$ cat config.mk
export PLATFORM = sky130hd
export DESIGN_NAME = cmp4_share_arb
export DESIGN_NICKNAME = d
export VERILOG_FILES = /design/src/rtl/cmp_arb_pkg.sv /design/src/rtl/comparator_4_bit.sv /design/src/rtl/cmp4_share_arb.sv
export SDC_FILE = /design/constraint.sdc
export NUM_CORES = 1
export LEC_CHECK = 0
export ABC_AREA = 1
export CAP_MARGIN = 15
export CORE_ASPECT_RATIO = 1.25
export CORE_MARGIN = 2
export CORE_UTILIZATION = 43
export DETAILED_ROUTE_END_ITERATION = 12
export PLACE_DENSITY = 0.78
export SLEW_MARGIN = 20
export SYNTH_ARGS = -nofsm -noshare
export SYNTH_HDL_FRONTEND = slang
export SYNTH_SLANG_ARGS = --single-unit
$ cat constraint.sdc
create_clock -name clk -period 1.2 [get_ports clk]
set_input_delay 0.12 -clock clk [delete_from_list [all_inputs] [get_ports clk]]
set_output_delay 0.12 -clock clk [all_outputs]
set_load 0.01 [all_outputs]
$ cat src/rtl/cmp_arb_pkg.sv
// Shared types and helpers for the comparator-sharing arbiter.
// The round-robin search covers up to MAX_REQ requesters.
package cmp_arb_pkg;

    localparam int NREQ_DEF = 4;
    localparam int CMP_W    = 4;
    localparam int MAX_REQ  = 8;

    typedef enum logic [1:0] {
        ST_IDLE    = 2'd0,
        ST_COMPARE = 2'd1,
        ST_RESPOND = 2'd2
    } state_e;

    // Returns {found, index}. The search runs upward from ptr and wraps at nreq.
    // Offsets are visited from far to near so that the nearest set bit wins.
    function automatic logic [3:0] rr_pick(input logic [MAX_REQ-1:0] req,
                                           input logic [2:0]         ptr,
                                           input int                 nreq);
        logic [3:0] res;
        int         off;
        int         idx;
        res = 4'b0000;
        for (int k = 0; k < MAX_REQ; k++) begin
            off = MAX_REQ - 1 - k;
            if (off < nreq) begin
                idx = (int'(ptr) + off) % nreq;
                if (req[idx]) begin
                    res = {1'b1, idx[2:0]};
                end else begin
                    res = res;
                end
            end else begin
                res = res;
            end
        end
        return res;
    endfunction

endpackage

$ cat src/rtl/comparator_4_bit.sv
// Combinational unsigned 4-bit magnitude comparator.
module comparator_4_bit (
    input  logic [3:0] a,
    input  logic [3:0] b,
    output logic       a_eq_b,
    output logic       a_gt_b,
    output logic       a_lt_b
);

    assign a_eq_b = (a == b);
    assign a_gt_b = (a > b);
    assign a_lt_b = (a < b);

endmodule

$ cat src/rtl/cmp4_share_arb.sv
// Arbiter sharing one comparator_4_bit among NREQ requesters.
// Define CMP_ARB_RR_EN for round-robin selection; otherwise lowest index wins.
module cmp4_share_arb
    import cmp_arb_pkg::*;
#(
    parameter int NREQ = NREQ_DEF,
    parameter int W    = CMP_W
) (
    input  logic                    clk,
    input  logic                    rst,
    input  logic [NREQ-1:0]         req,
    input  logic [NREQ*W-1:0]       a_bus,
    input  logic [NREQ*W-1:0]       b_bus,
    output logic [NREQ-1:0]         gnt,
    output logic [NREQ-1:0]         ack,
    output logic [$clog2(NREQ)-1:0] gnt_id,
    output logic                    a_eq_b,
    output logic                    a_gt_b,
    output logic                    a_lt_b
);

    localparam int IDW = $clog2(NREQ);

    state_e       state_r;
    logic [W-1:0] a_q_r;
    logic [W-1:0] b_q_r;
    logic [2:0]   ptr_s;
    logic [3:0]   pick_s;
    logic [2:0]   pick_idx_s;
    logic [W-1:0] a_sel_s;
    logic [W-1:0] b_sel_s;
    logic         eq_s;
    logic         gt_s;
    logic         lt_s;

`ifdef CMP_ARB_RR_EN
    logic [IDW-1:0] ptr_r;

    // Round-robin pointer: moves past the requester just served.
    always_ff @(posedge clk) begin
        if (rst) begin
            ptr_r <= {IDW{1'b0}};
        end else if (state_r == ST_RESPOND) begin
            ptr_r <= (gnt_id == IDW'(NREQ - 1)) ? {IDW{1'b0}} : gnt_id + IDW'(1);
        end else begin
            ptr_r <= ptr_r;
        end
    end

    assign ptr_s = 3'(ptr_r);
`else
    assign ptr_s = 3'b000;
`endif

    assign pick_s     = rr_pick(MAX_REQ'(req), ptr_s, NREQ);
    assign pick_idx_s = pick_s[2:0];

    // Operand slice of the candidate winner.
    always_comb begin
        a_sel_s = {W{1'b0}};
        b_sel_s = {W{1'b0}};
        if (pick_s[3]) begin
            a_sel_s = a_bus[int'(pick_idx_s)*W +: W];
            b_sel_s = b_bus[int'(pick_idx_s)*W +: W];
        end else begin
            a_sel_s = {W{1'b0}};
            b_sel_s = {W{1'b0}};
        end
    end

    comparator_4_bit u_cmp (
        .a      (a_q_r),
        .b      (b_q_r),
        .a_eq_b (eq_s),
        .a_gt_b (gt_s),
        .a_lt_b (lt_s)
    );

    // Sequencer: IDLE -> COMPARE -> RESPOND -> IDLE, all outputs registered.
    always_ff @(posedge clk) begin
        if (rst) begin
            state_r <= ST_IDLE;
            a_q_r   <= {W{1'b0}};
            b_q_r   <= {W{1'b0}};
            gnt     <= {NREQ{1'b0}};
            ack     <= {NREQ{1'b0}};
            gnt_id  <= {IDW{1'b0}};
            a_eq_b  <= 1'b0;
            a_gt_b  <= 1'b0;
            a_lt_b  <= 1'b0;
        end else begin
            case (state_r)
                ST_IDLE: begin
                    ack <= {NREQ{1'b0}};
                    if (pick_s[3]) begin
                        a_q_r   <= a_sel_s;
                        b_q_r   <= b_sel_s;
                        gnt     <= {{(NREQ-1){1'b0}}, 1'b1} << pick_idx_s;
                        gnt_id  <= IDW'(pick_idx_s);
                        state_r <= ST_COMPARE;
                    end else begin
                        state_r <= ST_IDLE;
                    end
                end
                ST_COMPARE: begin
                    a_eq_b  <= eq_s;
                    a_gt_b  <= gt_s;
                    a_lt_b  <= lt_s;
                    ack     <= gnt;
                    state_r <= ST_RESPOND;
                end
                ST_RESPOND: begin
                    ack     <= {NREQ{1'b0}};
                    gnt     <= {NREQ{1'b0}};
                    state_r <= ST_IDLE;
                end
                default: begin
                    ack     <= {NREQ{1'b0}};
                    gnt     <= {NREQ{1'b0}};
                    state_r <= ST_IDLE;
                end
            endcase
        end
    end

endmodule

* After elaboration in Yosys (flattened, before gate mapping)
Index checks and enable logic that the tools add are counted.
Word-level totals: memories kept 0, output and inout bits 13, register bits 23, latch bits 0, RAM bits 0, word-level logic and storage cells 30, bits in read-only memories 0
Operators by class: equal/unequal tests 3, multiplexer cells 8, divide/modulo/power cells 0, shift operators 3, multiply operators 0, bitwise logic cells 1, reductions and logical operators 4, order comparisons 2, $add $sub $neg 0
Operators with widths (number):
- $shiftx 16x6->4 | 2
- $mux 4 | 5
- $pmux 4 s2 | 1
- $eq 4x4->1 | 1
- $gt 4x4->1 | 1
- $lt 4x4->1 | 1
- $pmux 2 s2 | 1
- $reduce_and 2->1 | 2
- $shl 1x3->4 const A | 1
- $eq 2x1->1 const B | 1
- $logic_not 2->1 | 1
- $ne 2x2->1 const B | 1
- $reduce_or 2->1 | 1
- $mux 1 | 1
- $not 1->1 | 1

* Logic depth before layout (Yosys ltp)
Gate-level depths: netlist of run 1.
depth in word-level cells 7, depth in mapped cells 8

* Cells and area by module
From an unflattened synthesis of run 1, not the netlist that was laid out.
Second synthesis, totals: cell total of the unflattened synthesis 202, area total of the unflattened synthesis 1322.5 µm²
Modules (own cells, without submodules):
- cmp4_share_arb | times used 1, seq. area each 460.4 µm², cells each 182, area an instance 1207.4 µm²
- comparator_4_bit | times used 1, seq. area each 0.0 µm², cells each 20, area an instance 115.1 µm²

* Least setup slack after synthesis of run 1
No wires, ideal clock.
path type flip-flop to flip-flop, from register b_q_r[3], to register a_gt_b, arrival 1.038 ns, required time 1.130 ns, stages on the path, launching flop included 8, setup time 0.070 ns, buffers on the path 0, period minus slack after synthesis 1.108 ns, slack 0.092 ns, cells stage by stage dfxtp_1 > inv_1 > ha_1 > nand2_1 > inv_1 > a31oi_1 > nand2_1 > a21oi_1
Between the ends: word-level cells in the longest chain between the ends 1
Ends and longest elaborated chain:
- start: declaration | RTL line cmp4_share_arb.sv:26 | logic [W-1:0] b_q_r;
- start signal: assignment | RTL line cmp4_share_arb.sv:84 | b_q_r <= {W{1'b0}};
- start signal: assignment | RTL line cmp4_share_arb.sv:97 | b_q_r <= b_sel_s;
- $gt 4x4->1 | RTL line comparator_4_bit.sv:11 | assign a_gt_b = (a > b);
- end signal: assignment | RTL line cmp4_share_arb.sv:107 | a_gt_b <= gt_s;
- end: declaration | RTL line cmp4_share_arb.sv:18 | output logic a_gt_b,
Every way passes these cells. A chain may end at the register's enable or synchronous reset.

* Final worst setup path of run 1
from register b_q_r[1], to register a_lt_b
Between the ends: word-level cells in the longest chain between the ends 1
Ends and longest elaborated chain:
- $lt 4x4->1 | RTL line comparator_4_bit.sv:12 | assign a_lt_b = (a < b);
- end signal: assignment | RTL line cmp4_share_arb.sv:108 | a_lt_b <= lt_s;
- end: declaration | RTL line cmp4_share_arb.sv:19 | output logic a_lt_b
Every way passes these cells.

==> metrics.md, run 1 <==
| Metric | Value |
|---|---|
| Num CTS Buffers | 3 |
| Syn Std Cell Area | about 0.0013 mm2 |
| GR Util All Layers | 0.219 |
| Final-stage net count | ~300 |
| Mux contribution to synthesized area | 0 |
| TNS Setup | 0 ns |
| Largest fanout on the critical path | 2 |
| Power per cell area | around 950 mW/mm2 |
| Most frequent cells in the layout | 39 x nand2_1, 34 x clkdlybuf4s50_1, 33 x inv_1 |
| Final HPWL DP | 2580 um |
| Core Region | 0.00292 mm2 |
| Achievable Freq | between 800 and 900 MHz |
| CTS Sinks | 23 |
| Post-Synth Simple-Gate Area | 0.348 |
| Pleak | 0.00105 uW |
| Run status | complete, no violations |
| Hold depth | 4 |
| Final Critical Period | around 1.2 ns |
| Adder-Cell Fraction of Synth Area | 0.0386 |
| Post-synthesis compound-gate area fraction | 0.111 |
| Die Ht | ~65 um |
| Total power | 1960 uW |
| Largest family of logic cells by synthesized area | simple AND/OR/NAND/NOR gates |
| Critical Path Start Type | register |
| Largest net degree at the start of global routing | 18 |
| Clock tree buffer depth | 2 |
| CTS tree | done |
| Routed wire per std cell | 11.3 um |
| Number of DRC markers in iteration 0 | ~50 |
| Post-Syn Nets | ~240 |
| FP Rows | 22 |
| Ant. Diodes | 0 |
| Pre-antenna DRT Iters | 4 |
| Area Growth Syn to Fin | 58.9% |
| RSZ-0062 raised after global routing | true |
| Worst EP required | approximately 1.4 ns |
| Cts hold-fix bufs | 0 |
| Num ports | just over 50 |
| WS Path Type | register to register |
| Commonest non-fill, non-tap cell in the layout | nand2_1 |
| First-pass GRT wire length | ~5700 um |
| Number of synthesized register bits | 23 |
| Post-synthesis cell count | around 200 |
| Setup-failing EPs final | 0 |
| Min-delay worst type | input port to register |
| Clock Root Buffer | clkbuf_4 |
| Maxcap violations | 0 |
| Measured slew at the worst slew-check pin | 0.256 ns |
| Routability congestion estimate | around 0.84 |
| Share of cells above drive strength 1 | 0.183 |
| Crit share post-route | 0.978 |
| Worst EP arrival | 1.39 ns |
| Detailed Route WL | around 3400 um |
| Die area | around 0.0035 mm2 |
| Worst relative slew slack | 0.829 |
| Final Hold Fails | 0 |
| Final Skew | approximately 0.0080 ns |
| Count of cell types in the netlist | 20 |
| Syn_area_per_cell | between 6 and 7 um2 |
| Worst hold slack | between 0.2 and 0.3 ns |
| Initial core utilization | 0.444 |
| Final ANT Viol Nets | 0 |
| H-tree depth | 1 |
| Via density | around 4.8 |
| XOR/XNOR share of the synthesized area | 0 |
| Synth warn | 0 |
| Placement Cell Area | 0.00191 mm2 |
| Fin. max-slew vios | 0 |
| Final instance area | just over 0.002 mm2 |
| Vias | about 1400 |
| Vias in the first global route | around 1400 |
| I/O Buffers | 50 |
| R2R cell count | 6 |
| Final global-route overflow total | 0 |
| Residual DRC | 0 |
| Worst ir drop on vdd | roughly 600 uV |
| Sequential share of the synthesized area | 0.355 |
| Initial antenna violation count | 0 |
| Worst-path clk slew | between 0.1 and 0.15 ns |
| Die width | 53.1 um |
| CP Capture Type | register |
| Post-layout util | 0.706 |
| FILL cells | approximately 270 |
| Clock Latency Late Sink | 0.32 ns |
cells in the mapped netlist (all sizes together):
cell type / n / area [um2]
nand2: 43 / 166
inv: 37 / 139
nand3: 29 / 145
nor2: 24 / 129
dfxtp: 23 / 460
a21oi: 13 / 68.8
o21ai: 12 / 60.1
buf: 6 / 51.3
ha: 4 / 50.1
a31oi: 1 / 6.26
nand4: 1 / 6.26
nor3: 1 / 5.00
o32ai: 1 / 8.76
path summary, 6_finish.rpt:
| check | from | slack (ns) | end |
|---|---|---|---|
| hold reg to reg | gnt[1] | 0.46 | ack[1] |
| setup reg to reg | b_q_r[1] | 0.03 | a_lt_b |
| setup / recovery | b_q_r[1] | 0.03 | a_lt_b |
| hold / removal | req[2] | 0.30 | gnt[2] |
stage by stage:
step	cells	worst slack, ns
finish	299	0.0258
global route	299	-0.0807
CTS	293	0.0112
detailed placement	289	-0.363
global placement	289	-0.353
floorplan	195	0.0918
per-layer routing:
| layer | track usage | part of all wire | vias to the layer above |
|---|---|---|---|
| met5 | 0 | 0 | - |
| met4 | 0.103 | 0.024 | 0 |
| met3 | 0.0227 | 0.037 | 8 |
| met2 | 0.427 | 0.56 | 40 |
| met1 | 0.223 | 0.37 | 641 |
| li1 | - | - | 750 |
kinds of logic after synthesis:
group,Yosys count
AOI/OAI and AO/OA,27
adders and majority gates,4
and+or+nand+nor,98
buffers and inverters,43
DFF,23
layout make-up:
cell class                 count  area (um2)  area share
multi-input combinational    129         718       0.349
sequential                    23         467       0.227
inverter                      37         141      0.0687
clock buffer                   4        26.3      0.0128
timing repair buffer          70         662       0.321
tap                           36        45.0      0.0219
registers in the layout, indices dropped and copies added, names as in the netlist:
signal	flops
a_gt_b	1
gnt_id	2
a_lt_b	1
a_q_r	4
state_r	2
gnt	4
b_q_r	4
a_eq_b	1
ack	4
where the power goes:
group | switching (uW) | leakage (uW) | internal [uW] | total (uW)
Clock | 246 | 0.0000150 | 130 | 376
Combinational | 336 | 0.000840 | 369 | 705
Sequential | 41.7 | 0.000191 | 835 | 877
critical path, cell delays in order (launching register included):
cell	delay, ns
dfxtp_2	0.35
inv_1	0.06
ha_4	0.27
a21oi_1	0.06
o21ai_1	0.17
buf_4	0.14
a21oi_1	0.05
what timing repair did:
item | in CTS | in global routing
pin swaps | 6 | 5
endpoints found under the setup margin | 20 | 11
resized for setup | 23 | 20
setup buffers | 0 | 6
No activity file was read; power rests on OpenSTA's default activity.
==> run 2, diff against run 1 <==
--- a/config.mk
+++ b/config.mk
@@ -9,9 +9,9 @@
 export CAP_MARGIN = 15
 export CORE_ASPECT_RATIO = 1.25
 export CORE_MARGIN = 2
-export CORE_UTILIZATION = 43
+export CORE_UTILIZATION = 46
 export DETAILED_ROUTE_END_ITERATION = 12
-export PLACE_DENSITY = 0.78
+export PLACE_DENSITY = 0.83
 export SLEW_MARGIN = 20
 export SYNTH_ARGS = -nofsm -noshare
 export SYNTH_HDL_FRONTEND = slang
==> constraint.sdc (replaced) <==
create_clock -name clk -period 1.5 [get_ports clk]
set_input_delay 0.15 -clock clk [delete_from_list [all_inputs] [get_ports clk]]
set_output_delay 0.15 -clock clk [all_outputs]
set_load 0.01 [all_outputs]
==> run 2 against run 1 <==
Sequential share of layout area up 1.9 points. Via count down 4.7%. Clock power down 23%. Largest power group unchanged. Worst setup slack better by 0.12 ns. Clock skew down 0.0046 ns. Power down 26%.
==> metrics.md, run 2 (synthesized netlist as in run 1, its figures left out) <==
| Metric | Value |
|---|---|
| Run status | complete, no violations (unchanged) |
| Worst relative slew slack | 0.798 (was 0.829) |
| RSZ-0062 raised after global routing | false (was true) |
| Setup bufs post-CTS | 0 (unchanged) |
| Crit-path cells | clkdlybuf4s50_1 (was inv_1 -> ha_4 -> a21oi_1 -> o21ai_1 -> buf_4 -> a21oi_1) |
| Final Hold Fails | 0 (unchanged) |
| Most frequent cells in the layout | 50 x clkdlybuf4s50_1, 41 x nand2_1, 36 x inv_1 (was 39 x nand2_1, 34 x clkdlybuf4s50_1, 33 x inv_1) |
| Hold depth | 5 (was 4) |
| Crit share post-route | 0.904 |
| Residual DRC | 0 (unchanged) |
| Vias | 1371 (was 1439) |
| Worst Hold End | a_q_r[2] (was gnt[2]) |
| Reg power frac | 0.479 (was 0.448) |
| Net Sw Frac | 0.308 (was 0.318) |
| Switching Power | 447 uW (was 623 uW) |
| Cts hold-fix bufs | 0 (unchanged) |
| First-pass GRT wire length | 5200 um (was 5660 um) |
| Largest net degree at the start of global routing | 19 (was 18) |
| Worst-path clk slew | 0.12 ns (about the same) |
| H-tree depth | 1 (unchanged) |
| CP Capture Type | primary output (was register) |
| Detailed Route WL | 3000 um (was 3360 um) |
| Die Ht | 63.4 um (was 65.4 um) |
| Num ports | 51 (unchanged) |
| Worst EP arrival | 1.21 ns (was 1.39 ns) |
| Num CTS Buffers | 3 (unchanged) |
| Ant. Diodes | 0 (unchanged) |
| CTS tree | done (unchanged) |
| Min-delay worst type | input port to register (unchanged) |
| Power per cell area | 775 mW/mm2 (was 951 mW/mm2) |
| CTS Sinks | 23 (unchanged) |
| WP buf/inv | 1 (was 2) |
| Crit-path leading delay family | buffers and inverters (was flip-flops) |
| Post-CTS Resized | 0 (was 23) |
| Worst hold start | a_bus[2] (was req[2]) |
| Final Critical Period | 1.36 ns |
| Initial antenna violation count | 0 (unchanged) |
| Die width | 51.5 um (was 53.1 um) |
| Via density | 4.84 (was 4.81) |
| Final Skew | 0.00344 ns (was 0.00804 ns) |
| Fin. max-slew vios | 0 (unchanged) |
| Core Region | 0.00268 mm2 (was 0.00292 mm2) |
| Place WS | -0.0357 ns (was -0.363 ns) |
| GR Util All Layers | 0.208 (was 0.219) |
| Share of cells above drive strength 1 | 0.0723 (was 0.183) |
| Achievable Freq | between 700 and 800 MHz |
| Final ANT Viol Nets | 0 (unchanged) |
| Routability congestion estimate | 0.862 (was 0.839) |
| Clock Latency Late Sink | 0.32 ns (about the same) |
| Clk network pwr share | 0.198 (was 0.192) |
| R2R cell count | 6 (unchanged) |
| CP peak stage delay | 0.53 ns (was 0.35 ns) |
| Measured slew at the worst slew-check pin | 0.302 ns (was 0.256 ns) |
| FF-to-FF setup slack | 0.23 ns (was 0.03 ns) |
| Worst ir drop on vdd | 440 uV (was 597 uV) |
| Final global-route overflow total | 0 (unchanged) |
| FP Rows | 21 (was 22) |
| Pint | 1000 uW (was 1330 uW) |
| Commonest non-fill, non-tap cell in the layout | clkdlybuf4s50_1 (was nand2_1) |
| Final WS setup | 0.144 ns (was 0.0258 ns) |
| Number of DRC markers in iteration 0 | 12 (was 49) |
| Clock tree buffer depth | 2 (unchanged) |
| Setup-failing EPs final | 0 (unchanged) |
| Clock Root Buffer | clkbuf_4 (unchanged) |
| RR Endpoint | a_gt_b (was a_lt_b) |
| Worst EP required | 1.35 ns (was 1.42 ns) |
| Area Growth Syn to Fin | 44.5% (was 58.9%) |
| Die area | 0.00326 mm2 (was 0.00347 mm2) |
| Pleak | 0.000889 uW (was 0.00105 uW) |
| Routed wire per std cell | 10.6 um (was 11.3 um) |
| Gate power share | 0.323 (was 0.360) |
| WS Path Type | register to primary output (was register to register) |
| Pre-antenna DRT Iters | 4 (unchanged) |
| Slowest CP cell | clkdlybuf4s50_1 (was dfxtp_2) |
| Critical Path Start Type | register (unchanged) |
| I/O Buffers | 50 (unchanged) |
| Largest fanout on the critical path | 2 (unchanged) |
| Maxcap violations | 0 (unchanged) |
| Final HPWL DP | 2540 um (was 2580 um) |
| Initial core utilization | 0.484 (was 0.444) |
| Final-stage net count | 292 (was 306) |
| Vias in the first global route | 1330 (was 1367) |
| TNS Setup | 0 ns (unchanged) |
| FF-to-FF Start | b_q_r[3] (was b_q_r[1]) |
[run 2: changes by cell type in the layout (fill, tap and decap cells not counted), sizes merged]
cell           change
clkdlybuf4s50     +16
buf               -14
dlygate4sd2       -13
dlymetal6s2s       -3
clkbuf             -1
clkinv             +1
[run 2: cell type report]
type	count	area (um2)
Fill cell	272	807
Multi-Input combinational cell	129	646
Timing Repair Buffer	56	558
Sequential cell	23	460
Inverter	37	139
Tap cell	34	42.5
Clock buffer	3	22.5
Clock inverter	1	5.00
[run 2: per-layer routing]
metal,vias to the layer above,wire (um),global-route usage
met5,-,0,0
met4,0,96,0.102
met1,595,1190,0.221
li1,722,-,-
met2,45,1580,0.383
met3,9,136,0.0332
[run 2: power by group through the flow]
stage                     Sequential [uW]  Clock, uW  Combinational [uW]
final                                 695        288                 470
after CTS                             695        291                 474
after detailed placement              709          0                 470
after floorplan                       714          0                 253
after global placement                707          0                 458
after global routing                  702        316                 534
[run 2: worst max-delay path by stage]
stage,start,endpoint,slack (ns),cells after the start
final,a_gt_b,a_gt_b,0.14,1
after global routing,a_lt_b,a_lt_b,0.09,1
after CTS,gnt[1],gnt[1],0.13,1
after detailed placement,req[1],a_q_r[3],-0.04,8
after global placement,req[1],gnt_id[0],0.02,6
after floorplan,b_q_r[3],a_gt_b,0.39,7
[run 2: stage by stage]
step / cell area (um2) / power [uW] / cells / hold slack (ns) / utilization
2_1_floorplan: 1300 / 967 / 195 / 0.310 / -
3_3_place_gp: 1850 / 1170 / 279 / 0.439 / 0.689
3_5_place_dp: 1850 / 1180 / 279 / 0.442 / 0.689
4_1_cts: 1870 / 1460 / 283 / 0.456 / 0.699
5_1_grt: 1870 / 1550 / 283 / 0.491 / 0.699
6_report: 1870 / 1450 / 283 / 0.455 / 0.699
==> run 3, diff against run 2 <==
--- a/config.mk
+++ b/config.mk
@@ -11,7 +11,7 @@
 export CORE_MARGIN = 2
 export CORE_UTILIZATION = 46
 export DETAILED_ROUTE_END_ITERATION = 12
-export PLACE_DENSITY = 0.83
+export PLACE_DENSITY = 0.8
 export SLEW_MARGIN = 20
 export SYNTH_ARGS = -nofsm -noshare
 export SYNTH_HDL_FRONTEND = slang
==> run 3 against run 2 <==
Non-clock buffer count unchanged. Worst setup slack worse by 0.0088 ns. First-iteration DRC count is 83% higher. Critical path depth unchanged. Clock power up 2%. Sequential share of layout area stayed put. Clock skew grew 0.0077 ns. Cell count is the same. Core utilization did not move. Global-route usage down 0.23 points. Critical path type unchanged. Largest cell class unchanged. Largest power group unchanged.
==> metrics.md, run 3 (synthesized netlist as in run 1, its figures left out) <==
| Metric | Value |
|---|---|
| Run status | complete, no violations (unchanged) |
| Cts hold-fix bufs | 0 (unchanged) |
| Post-CTS Resized | 0 (unchanged) |
| Vias | 1356 (was 1371) |
| Final instance area | 0.00187 mm2 (unchanged) |
| Worst EP arrival | 1.22 ns (was 1.21 ns) |
| Pleak | 0.000889 uW (unchanged) |
| Final-stage net count | 292 (unchanged) |
| WP buf/inv | 1 (unchanged) |
| Total power | 1460 uW (was 1450 uW) |
| Worst hold slack | 0.452 ns (was 0.455 ns) |
| I/O Buffers | 50 (unchanged) |
| Largest net degree at the start of global routing | 19 (unchanged) |
| Die width | 51.5 um (unchanged) |
| Placement Cell Area | 0.00185 mm2 (unchanged) |
| Residual DRC | 0 (unchanged) |
| Critical Path Start Type | register (unchanged) |
| Detailed Route WL | 2940 um (was 3000 um) |
| H-tree depth | 1 (unchanged) |
| FP Rows | 21 (unchanged) |
| Num ports | 51 (unchanged) |
| Final ANT Viol Nets | 0 (unchanged) |
| Final Skew | 0.0112 ns (was 0.00344 ns) |
| Commonest non-fill, non-tap cell in the layout | clkdlybuf4s50_1 (unchanged) |
| Die Ht | 63.4 um (unchanged) |
| Via density | 4.79 (was 4.84) |
| Num CTS Buffers | 3 (unchanged) |
| Final Critical Period | 1.37 ns (was 1.36 ns) |
| CP Capture Type | primary output (unchanged) |
| Initial core utilization | 0.484 (unchanged) |
| Measured slew at the worst slew-check pin | 0.296 ns (was 0.302 ns) |
| FILL cells | 256 (was 272) |
| Core Region | 0.00268 mm2 (unchanged) |
| Crit-path cells | clkdlybuf4s50_1 (unchanged) |
| Min-delay worst type | input port to register (unchanged) |
| Achievable Freq | 732 MHz (was 737 MHz) |
| Slowest CP cell | clkdlybuf4s50_1 (unchanged) |
| GR Util All Layers | 0.206 (was 0.208) |
| Maxcap violations | 0 (unchanged) |
| Layout Cells excl Fill | 283 (unchanged) |
| Number of DRC markers in iteration 0 | 22 (was 12) |
| First-pass GRT wire length | 5160 um (was 5200 um) |
| Clock tree buffer depth | 2 (unchanged) |
| RSZ-0062 raised after global routing | false (unchanged) |
| Worst ir drop on vdd | 590 uV (was 440 uV) |
| Setup bufs post-CTS | 0 (unchanged) |
| Routed wire per std cell | 10.4 um (was 10.6 um) |
| Crit share post-route | 0.910 (was 0.904) |
| Final global-route overflow total | 0 (unchanged) |
| Crit-path leading delay family | buffers and inverters (unchanged) |
| Ant. Diodes | 0 (unchanged) |
| CP peak stage delay | 0.53 ns (about the same) |
| Most frequent cells in the layout | 50 x clkdlybuf4s50_1, 41 x nand2_1, 36 x inv_1 (unchanged) |
| Worst-path clk slew | 0.14 ns (was 0.12 ns) |
| Vias in the first global route | 1290 (was 1330) |
| Setup-failing EPs final | 0 (unchanged) |
| CTS tree | done (unchanged) |
| Routability congestion estimate | 0.958 (was 0.862) |
| Initial antenna violation count | 0 (unchanged) |
| WS Path Type | register to primary output (unchanged) |
| Largest fanout on the critical path | 2 (unchanged) |
| Placed insts | 279 (unchanged) |
| Pre-antenna DRT Iters | 4 (unchanged) |
| Final HPWL DP | 2400 um (was 2540 um) |
| Clock Latency Late Sink | 0.32 ns (about the same) |
| Worst relative slew slack | 0.802 (was 0.798) |
| Worst EP required | 1.35 ns (about the same) |
| Area Growth Syn to Fin | 44.5% (unchanged) |
| Power per cell area | 779 mW/mm2 (was 775 mW/mm2) |
| Final Hold Fails | 0 (unchanged) |
| Clock Root Buffer | clkbuf_4 (unchanged) |
| Fin. max-slew vios | 0 (unchanged) |
| Post-layout util | 0.699 (unchanged) |
| CTS Sinks | 23 (unchanged) |
| Share of cells above drive strength 1 | 0.0723 (unchanged) |
| Die area | 0.00326 mm2 (unchanged) |
==> run 3: cell counts in the layout (fill, tap and decap cells not counted) <==
Identical to the previous run, type by type.
==> run 3: path summary, 6_finish.rpt <==
path	cells after the start	startpoint	slack, ns	end
worst min-delay path	5	a_bus[1]	0.45	a_q_r[1]
worst max-delay path	1	gnt_id[0]	0.13	gnt_id[0]
worst max register to register	7	b_q_r[3]	0.25	a_gt_b
worst min register to register	2	gnt[1]	0.46	ack[1]
==> run 3: area by class of cell <==
cell class              count  area [um2]  share of cell area
repair buffers             56         558               0.298
multi-input cells         129         646               0.345
clock buffers               3        22.5              0.0120
clock inverters             1        5.00             0.00267
flip-flops and latches     23         460               0.246
inverters                  37         139              0.0741
well taps                  34        42.5              0.0227
==> run 3: worst register-to-register path, cell delays in order, from the launching register on <==
cell and delay, ns:
dfxtp_1 0.35, inv_1 0.04, ha_1 0.29, nand2_1 0.10, inv_1 0.05, a31oi_1 0.17
nand2_1 0.08, a21oi_1 0.11
==> run 3: per-stage QoR <==
step           setup slack [ns]  setup TNS, ns
3_3_place_gp             0.0316              0
3_5_place_dp           -0.00119       -0.00119
2_1_floorplan             0.392              0
6_report                  0.135              0
5_1_grt                  0.0883              0
4_1_cts                   0.137              0
==> run 3: routing by layer <==
| metal | vias up | GRT usage | part of all wire |
|---|---|---|---|
| met3 | 4 | 0.0284 | 0.054 |
| li1 | 719 | - | - |
| met1 | 583 | 0.221 | 0.41 |
| met2 | 50 | 0.389 | 0.52 |
| met5 | - | 0 | 0 |
| met4 | 0 | 0.0789 | 0.020 |
==> run 3: report_power, final <==
part	internal [uW]	switching, uW
logic	240	229
registers	665	30.6
clock network	99.8	195
==> RTL change 1 (config.mk and constraints of run 1) <==
Change the package constant `NREQ_DEF` from 4 to 2.
--- a/src/rtl/cmp_arb_pkg.sv
+++ b/src/rtl/cmp_arb_pkg.sv
@@ -2,7 +2,7 @@
 // The round-robin search covers up to MAX_REQ requesters.
 package cmp_arb_pkg;
 
-    localparam int NREQ_DEF = 4;
+    localparam int NREQ_DEF = 2;
     localparam int CMP_W    = 4;
     localparam int MAX_REQ  = 8;
 
Interface: changed (6 resized); port bits go from 51 to 28. The function was not compared with the original's and may differ.
==> RTL change 1 against run 1 <==
  * Sequential power shrank 23%
  * Hold slack gained 0.10 ns
  * Non-clock buffer count shrank 35
  * Design area shrank 41%
  * Largest cell class unchanged
  * Routed wire length shrank 47%
  * Via count shrank 45%
  * Global-route usage shrank 4.9 points
  * Setup slack gained 0.041 ns
  * Sequential cell count shrank 5
  * Critical path depth grew 1
  * Synthesized area shrank 36%
  * Power shrank 28%
  * Sequential share of layout area grew 7.3 points
==> RTL change 1: results (changes against run 1) <==
Status
  – Status: finished, final reports clean (unchanged)

Placed design
  – Post-DP HPWL: 1400 µm (was 2580 µm)
  – DP Area: 0.00115 mm² (was 0.00191 mm²)
  – Placement Setup Slack: -0.0180 ns (was -0.363 ns)
  – # port buffers: 27 (was 50)

Cells and area
  – Nets: 162 (was 306)

Power and ir drop
  – NetSw: 397 µW (was 623 µW)
  – Peak supply drop: 0.946 mV (was 0.597 mV)

Timing
  – Hold_ws: 0.397 ns (was 0.297 ns)

Clock tree
  – Later-pin clock latency in the skew report: 0.30 ns (was 0.32 ns)
  – Clock transition at path regs: 0.10 ns (was 0.12 ns)

Synthesis
  – Sequential-to-total area share from yosys stat: 0.432 (was 0.355)
  – Synth Area in Adders: 0.0601 (was 0.0386)
  – Synth Area in Compound Gates: 0.111 (about the same)
  – Synth unique cells: 21 (was 20)
  – Ranking of synthesized cells by area: dfxtp_1 43%, nand2_1 9.0%, a31oi_1 6.0% (was dfxtp_1 36%, nand2_1 12%, nand3_1 11%)

Drt
  – Wire per inst: 11.4 µm (was 11.3 µm)
  – DR vias: 795 (was 1,439)

GRT
  – Vias in the first global route: 763 (was 1,367)
  – GRT Overall Usage: 0.171 (was 0.219)
  – Global-route wire length before repair: 3010 µm (was 5660 µm)

Die
  – Die area: 0.00231 mm² (was 0.00347 mm²)

Worst setup path
  – R2R depth: 7 (was 6)
  – Reg-to-reg endpoint: a_gt_b (was a_lt_b)

Min path
  – Hold path cells: 3 (was 4)
  – Hold path start: b_bus[7] (was req[2])
[RTL change 1: power by group through the flow]
stage / clock network, mW / registers [mW] / logic (mW)
final: 0.375 / 0.675 / 0.361
after CTS: 0.378 / 0.672 / 0.335
after floorplan: 0 / 0.689 / 0.196
after global placement: 0 / 0.684 / 0.340
after global routing: 0.408 / 0.681 / 0.406
after detailed placement: 0 / 0.686 / 0.347
[RTL change 1: final cells by class]
cell class / instances / area [µm²]
Tap cell: 19 / 23.8
Timing Repair Buffer: 35 / 333
Clock buffer: 4 / 36.3
Fill cell: 161 / 572
Sequential cell: 18 / 364
Multi-Input combinational cell: 69 / 415
Inverter: 11 / 42.5
[RTL change 1: metal layers]
layer	track usage	wire [µm]
met5	0	0
met4	0.0606	25
met3	0.0205	48
met2	0.301	919
met1	0.211	790
[RTL change 1: worst max-delay path by stage]
| stage | end | slack, ns | depth (start not counted) |
|---|---|---|---|
| after floorplan | a_gt_b | 0.08 | 7 |
| after global placement | b_q_r[3] | -0.007 | 6 |
| after detailed placement | b_q_r[0] | -0.02 | 6 |
| after CTS | a_gt_b | 0.009 | 7 |
| after global routing | a_gt_b | 0.002 | 7 |
| final | a_gt_b | 0.07 | 7 |
[RTL change 1: timing repair]
| action | 4_1_cts | 5_1_grt |
|---|---|---|
| gates resized for setup | 8 | 7 |
| endpoints found under the setup margin | 8 | 3 |
| pin swaps | 0 | 1 |
| buffers inserted | 0 | 2 |
[RTL change 1: tightest hold or removal path, cell delays in order]
cell and delay (ns):
clkdlybuf4s50_1 0.40, nand4_1 0.08, a31oi_1 0.06
[RTL change 1: kinds of logic (layout without fill, tap and decap cells)]
logic type	Yosys count	after routing
buf+inv	16	50
fa+ha+maj	4	4
flops	18	18
simple gates	49	49
compound gates	16	16
==> RTL change 2 (config.mk and constraints of run 1) <==
Made on the original files. Re-encode `state_e` (3 states) as one-hot, 3 bits wide.
--- a/src/rtl/cmp_arb_pkg.sv
+++ b/src/rtl/cmp_arb_pkg.sv
@@ -6,10 +6,10 @@
     localparam int CMP_W    = 4;
     localparam int MAX_REQ  = 8;
 
-    typedef enum logic [1:0] {
-        ST_IDLE    = 2'd0,
-        ST_COMPARE = 2'd1,
-        ST_RESPOND = 2'd2
+    typedef enum logic [2:0] {
+        ST_IDLE    = 3'b001,
+        ST_COMPARE = 3'b010,
+        ST_RESPOND = 3'b100
     } state_e;
 
     // Returns {found, index}. The search runs upward from ptr and wraps at nreq.
Formal check against the unedited RTL: no difference found for any inputs over 10 cycles, from zero or initial values and one cycle with rst high; not proved beyond that.
==> RTL change 2 against run 1 <==
  * Combinational power rose by 59%
  * Sequential power increased by 10%
  * Routed wire length is 6.9% higher
  * Sequential cell count up 1
  * Design area grew 5.0%
  * Die area up 5.5%
  * Synthesized area up 5.9%
  * Cell count increased by 4.0%
  * Power grew 29%
  * Setup slack got worse by 0.015 ns
  * Critical path type unchanged
  * Largest power group is now combinational logic
  * Highest routed layer unchanged
==> RTL change 2: results (changes against run 1) <==
Drt
  – Vias per cell: 4.81 (about the same)
  – WL met2: 1930 µm (was 1900 µm)
  – DR iter-0 viols: 26 (was 49)
  – DR vias: 1,497 (was 1,439)

Synthesis
  – Synth Area in Compound Gates: 0.0839 (was 0.111)
  – Syn Nets: 257 (was 237)
  – Synth cell count leaders: 44 x nand2_1, 44 x nand3_1, 42 x inv_1, 25 x nor2_1, 24 x dfxtp_1 (was 41 x nand2_1, 36 x inv_1, 29 x nand3_1, 23 x dfxtp_1, 20 x nor2_1)
  – Syn avg cell area: 6.38 µm² (was 6.65 µm²)
  – Synth unique cells: 18 (was 20)

Power and ir drop
  – Leak pwr: 1.09 nW (was 1.05 nW)

GRT
  – Global-route wire length before repair: 5430 µm (was 5660 µm)
  – GRT Overall Usage: 0.202 (was 0.219)
  – GR met3 Demand/Resource: 0.0199 (was 0.0227)

Cells and area
  – Multi-In Gates: 143 (was 129)
  – P&R area growth vs syn: 57.6% (was 58.9%)
  – Register share of the cell area: 0.225 (was 0.227)
  – FFs & Latches: 24 (was 23)
  – Design area: 0.00216 mm² (was 0.00206 mm²)
  – Area of the multi-input gates: 831 µm² (was 718 µm²)
  – Layout cells sized above 1: 0.225 (was 0.183)
  – Non-clock inverter total of the final layout: 42 (was 37)
  – Fillcell total: 247 (was 271)
  – Nets: 318 (was 306)

Clock tree
  – CTS resizes: 15 (was 23)

Placed design
  – Placer Congestion: 0.815 (was 0.839)
  – DP Area: 0.00195 mm² (was 0.00191 mm²)
  – Placed cells: 304 (was 289)
  – Placement Setup Slack: -0.282 ns (was -0.363 ns)

Status
  – Status: finished, final reports clean (unchanged)

Worst setup path
  – R2R depth: 8 (was 6)
  – Worst-path maximum fanout: 8 (was 2)
-- RTL change 2: changes by cell type in the layout (fill, tap and decap cells not counted), moves of 5 or more --
cell	run 1	this run
buf_4	17	10
nor2_1	19	14
nand3_1	28	43
nand2_1	39	31
nor2_2	0	8
nand2_2	4	11
-- RTL change 2: kinds of logic after synthesis --
group | count (synthesis)
and+or+nand+nor | 118
buffers and inverters | 48
DFF | 24
AOI/OAI and AO/OA | 21
adders and majority gates | 4
-- RTL change 2: final timing paths --
path / from / end / slack, ns
worst min-delay path: req[3] / gnt[3] / 0.35
worst min register to register: gnt[1] / ack[1] / 0.46
worst max register to register: state_r[1] / a_q_r[0] / 0.01
worst max-delay path: state_r[1] / a_q_r[0] / 0.01
-- RTL change 2: power by group --
part           total, mW  switching, mW  internal (mW)
Clock              0.435          0.249          0.186
Sequential         0.966         0.0638          0.902
Combinational       1.12          0.580          0.543
Total               2.52          0.893           1.63
